## src/rtl/fetch_unit.sv

```systemverilog
`timescale 1ns/1ps
// Instruction fetch stage: owns the PC, issues in-order imem requests, buffers
// returned words and redirects on the control path's PCSrc for the popped instruction.
module fetch_unit #(
    parameter logic [31:0] RESET_PC = 32'h0000_0000,
    parameter int unsigned DEPTH    = 4
) (
    input  logic        clk,
    input  logic        rst_n,
    input  logic [1:0]  PCSrc,
    input  logic [31:0] PCTarget,
    input  logic [31:0] ALUResult,
    output logic        imem_req,
    output logic [31:0] imem_addr,
    input  logic        imem_gnt,
    input  logic        imem_rvalid,
    input  logic [31:0] imem_rdata,
    output logic [31:0] Instr,
    output logic [31:0] PC,
    output logic [31:0] PCPlus4,
    output logic        InstrValid,
    input  logic        InstrReady
);

    localparam int unsigned AW   = (DEPTH > 1) ? $clog2(DEPTH) : 1;
    localparam int unsigned CW   = $clog2(DEPTH + 1);
    localparam logic [AW-1:0] LAST = AW'(DEPTH - 1);
    localparam logic [CW:0]   CAP  = (CW+1)'(DEPTH);

    logic [31:0]   fifo_pc    [DEPTH];
    logic [31:0]   fifo_instr [DEPTH];
    logic [AW-1:0] rd_ptr, wr_ptr;
    logic [CW-1:0] count, outstanding, discard;
    logic [CW-1:0] count_n, out_n, disc_n;
    logic [31:0]   fetch_pc, resp_pc;
    logic [31:0]   sel_target, target;
    logic          req_q, req_n;
    logic          grant, rsp, push, pop, redirect, valid;

    function automatic logic [AW-1:0] ptr_inc(input logic [AW-1:0] p);
        return (p == LAST) ? '0 : p + AW'(1);
    endfunction

    assign valid      = (count != '0);
    assign grant      = req_q & imem_gnt;
    // A response with nothing outstanding is a protocol violation and is ignored.
    assign rsp        = imem_rvalid & (outstanding != '0);
    assign pop        = valid & InstrReady;
    assign redirect   = pop & ((PCSrc == 2'b01) | (PCSrc == 2'b10));
    assign push       = rsp & (discard == '0) & ~redirect;
    assign sel_target = (PCSrc == 2'b10) ? ALUResult : PCTarget;
    assign target     = sel_target & 32'hFFFF_FFFC;

    always_comb begin
        out_n   = outstanding + CW'(grant) - CW'(rsp);
        count_n = count + CW'(push) - CW'(pop);
        disc_n  = discard;
        if (redirect) begin
            // Everything still in flight, including a grant taken this cycle, is stale.
            count_n = '0;
            disc_n  = out_n;
        end else if (rsp && (discard != '0)) begin
            disc_n = discard - CW'(1);
        end
        req_n = ({1'b0, out_n} + {1'b0, count_n}) < CAP;
    end

    always_ff @(posedge clk or negedge rst_n) begin
        if (!rst_n) begin
            count       <= '0;
            outstanding <= '0;
            discard     <= '0;
            rd_ptr      <= '0;
            wr_ptr      <= '0;
            fetch_pc    <= RESET_PC;
            resp_pc     <= RESET_PC;
            req_q       <= 1'b0;
        end else begin
            count       <= count_n;
            outstanding <= out_n;
            discard     <= disc_n;
            req_q       <= req_n;
            if (redirect) begin
                rd_ptr   <= '0;
                wr_ptr   <= '0;
                fetch_pc <= target;
                resp_pc  <= target;
            end else begin
                if (pop)   rd_ptr   <= ptr_inc(rd_ptr);
                if (push)  wr_ptr   <= ptr_inc(wr_ptr);
                if (grant) fetch_pc <= fetch_pc + 32'd4;
                if (push)  resp_pc  <= resp_pc + 32'd4;
            end
        end
    end

    always_ff @(posedge clk) begin
        if (push) begin
            fifo_pc[wr_ptr]    <= resp_pc;
            fifo_instr[wr_ptr] <= imem_rdata;
        end
    end

    assign imem_req   = req_q;
    assign imem_addr  = fetch_pc;
    assign InstrValid = valid;
    assign Instr      = valid ? fifo_instr[rd_ptr] : 32'h0000_0013;
    assign PC         = valid ? fifo_pc[rd_ptr] : 32'h0;
    assign PCPlus4    = PC + 32'd4;

endmodule

```

## config.mk

```make
export PLATFORM = sky130hd
export DESIGN_NAME = fetch_unit
export DESIGN_NICKNAME = d
export VERILOG_FILES = /design/src/rtl/fetch_unit.sv
export SDC_FILE = /design/constraint.sdc
export NUM_CORES = 1
export LEC_CHECK = 0
export BUFFER_PORTS_ARGS = -buffer_cell sky130_fd_sc_hd__buf_2
export CORE_ASPECT_RATIO = 1.5
export CORE_MARGIN = 2
export CORE_UTILIZATION = 51
export CTS_BUF_LIST = sky130_fd_sc_hd__clkbuf_16
export DETAILED_ROUTE_END_ITERATION = 7
export GPL_TIMING_DRIVEN = 0
export PLACE_DENSITY = 0.84
export SLEW_MARGIN = 10
export SYNTH_ARGS = -nofsm -noshare
export SYNTH_HDL_FRONTEND = slang
export SYNTH_SLANG_ARGS = --single-unit
```

## constraint.sdc

```tcl
create_clock -name clk -period 3.85 [get_ports clk]
set_clock_uncertainty 0.05 [all_clocks]
set_input_delay 0.1925 -clock clk [delete_from_list [all_inputs] [get_ports clk]]
set_output_delay 0.1925 -clock clk [all_outputs]
set_load 0.1 [all_outputs]
```

==> impl_metrics.tcl <==
set metrics [dict create \
    cts_tree "yes" \
    antenna_found_initial 0 \
    gr-total-overflow 0 \
    drc 0 \
    track_usage_pct 24.2 \
    yosysSeqAreaShare_pct 63.6 \
    worst-path-max-fanout 10 \
    nFillCells 1927 \
    yosys-top-cells-area "edfxtp_1 51%, dfrtp_1 13%, mux4_2 9.7%" \
    place.gp.congestion 0.888 \
    die_h_um 211 \
    wire_per_inst_um 21.2 \
    die_w_um 142 \
    ys_seq_elements 322 \
    yosys_warnings 0 \
    cp-end-kind "output port" \
    hold_class "input port to flop" \
    cp_data_arrival_time_ns 3.50 \
    final_cells 1712 \
    synthCells 996 \
    grt_max_degree 50 \
    status "finished, final reports clean" \
    cts_max_path_buffers 3 \
    first_global_vias 10400 \
    cts_root_buffer "clkbuf_16" \
    numPortBuffers 222 \
    clkTransAtPathRegs_ns 0.07 \
    drt_iter0_markers 743 \
    avgSynthCellArea_um2 14.7 \
    antenna_left 0 \
    cts_buffers 30 \
    mostFrequentLayoutCell "edfxtp_1" \
    slew_viol_final 0 \
    cap_violations 0 \
    final_cell_mix "248 x edfxtp_1, 219 x buf_2, 76 x dlygate4sd3_1" \
    cts_sinks 322 \
    dp_cells 1574 \
    regArea_um2 9300 \
    insertion_delay_ns 0.55 \
    rows 75 \
    ys.flop_type "edfxtp_1" \
    synth_top_area_cell "edfxtp_1" \
    antenna_cells 0 \
    required_ns 3.61 \
    tightestPinTransition_ns 1.01 \
    setup_viol 0 \
    layout-drive-gt1-share_pct 30.6 \
    hpwl_um 24800 \
    totalWireLength_um 36200 \
    area_growth_pct 26.5 \
    yosys.area.top_type_share_pct 51.0 \
    start_util_pct 52.1 \
    hold_viol 0 \
    vias_per_cell 5.79 \
    multi_input_area_um2 5180 \
    crit_type "flop to output port" \
    core_um2 28100 \
    first_pass_iters 6 \
    syn-cell-area_um2 14600 \
    place_area_um2 16500 \
    synth_edf_count 248 \
    yosysUniqueCellTypes 55 \
    start_kind "flop" \
    dieArea_um2 30100 \
    io_pins 233 \
    ys_async_sr_fraction_pct 23.0 \
    final_util_pct 65.9 \
    final_area_um2 18500 \
    finalCritPeriodShare_pct 97.3 \
    max_clock_freq_mhz 267 \
    fin_crit_ns 3.74 \
    vias 9907 \
    relSlewSlack_pct 31.7 \
    cts_htree_levels 1 \
    grt_pass1_wl_um 56000 \
    layout.nets 1465 \
]
==> worst paths after layout <==
path / slack (ns) / depth (start not counted) / start / end
max: 0.11 / 13 / count[1] / PCPlus4[30]
min: 0.01 / 4 / PCTarget[24] / imem_addr[24]
max reg2reg: 0.26 / 17 / discard[0] / imem_req
min reg2reg: 0.50 / 2 / discard[1] / discard[1]
max in group asynchronous: 3.08 / 3 / rst_n / count[0]
min in group asynchronous: 0.07 / 2 / rst_n / imem_addr[24]
==> synthesized netlist by cell type (2+ instances only) <==
master	n
edfxtp_1	248
dfrtp_1	74
mux4_2	63
a21oi_1	57
and2_1	56
xnor2_1	52
nand2_1	50
nor2_1	35
nand4_1	32
nand3_1	31
inv_1	30
xor2_1	29
nor2b_1	28
a211oi_1	25
clkbuf_1	23
ha_1	17
and3_1	16
nor3_1	15
buf_4	12
nor4_1	12
buf_2	9
a31oi_1	7
and4_1	7
o21ai_0	6
o22a_1	6
buf_1	5
mux2i_1	5
nor4_2	5
or2_2	5
a21o_1	3
a31o_2	2
fa_1	2
nand3b_1	2
nor3_2	2
nor4_4	2
nor4b_1	2
o21a_1	2
or4_1	2
==> cells by family (layout without fill, tap and decap cells) <==
logic type / Yosys count / count (layout) / synth area share [%]
AOI/OAI and AO/OA: 115 / 115 / 4.91
xor gates and xnor gates: 81 / 81 / 4.85
and+or+nand+nor: 308 / 308 / 12.2
muxes: 69 / 69 / 10.1
other: 1 / 6 / 0.0257
DFF: 322 / 322 / 63.6
adders and majority gates: 19 / 19 / 1.73
buffers and inverters: 81 / 446 / 2.52
==> cell type report <==
class | instances | area share (%)
Tap cell | 346 | 2.34
Timing Repair Buffer | 312 | 11.6
Buffer | 48 | 1.60
Multi-Input combinational cell | 598 | 28.0
Inverter | 31 | 0.657
Sequential cell | 322 | 50.3
Clock inverter | 25 | 1.39
Clock buffer | 30 | 4.06
==> critical path: stages (launching register included) <==
cell       delay (ns)
dfrtp_2          0.45
nor3_4           0.06
buf_12           0.15
clkinv_2         0.13
clkbuf_8         0.22
clkbuf_16        0.17
and2_2           0.17
ha_4             0.17
nand4_1          0.08
buf_4            0.17
nor4_4           0.40
nand4_1          0.23
xnor2_1          0.28
buf_6            0.26
==> metal layers <==
| metal | wire (um) | global-route usage, % | vias to the layer above | share of wire [%] |
|---|---|---|---|---|
| met4 | 1320 | 9.24 | 0 | 3.6 |
| met2 | 19200 | 44.3 | 476 | 53 |
| met1 | 13100 | 29.0 | 4849 | 36 |
| met3 | 2520 | 3.08 | 95 | 7.0 |
| met5 | 0 | 0 | - | 0 |
| li1 | - | - | 4487 | - |
==> repair_timing <==
item                                    4_1_cts  5_1_grt
buffers inserted                              4        5
pin swaps                                     3        8
resized for setup                            13       19
hold buffers                                 76        0
endpoints found under the setup margin       13       12
endpoints found under the hold margin       253        0
==> metrics by stage <==
step / setup TNS, ns / hold slack, ns / setup WS [ns]
2_1_floorplan: -0.961 / -0.153 / -0.512
3_3_place_gp: -364.73 / 0.353 / -1.50
3_5_place_dp: -1.15 / 0.126 / -0.941
4_1_cts: -0.00600 / 0.000178 / -0.00600
5_1_grt: -0.0204 / 0.0251 / -0.0204
6_report: 0 / 0.0134 / 0.105
==> flip-flops by register name (all words and copies together), names as in the netlist <==
signal,flops
rd_ptr,2
discard,3
fifo_pc,120
fifo_instr,128
imem_req,1
imem_addr,30
count,3
resp_pc,30
outstanding,3
wr_ptr,2
Power is left out: the tool's default activity adds up to more than one toggle a clock period on the data nets, which glitch-free logic cannot reach.
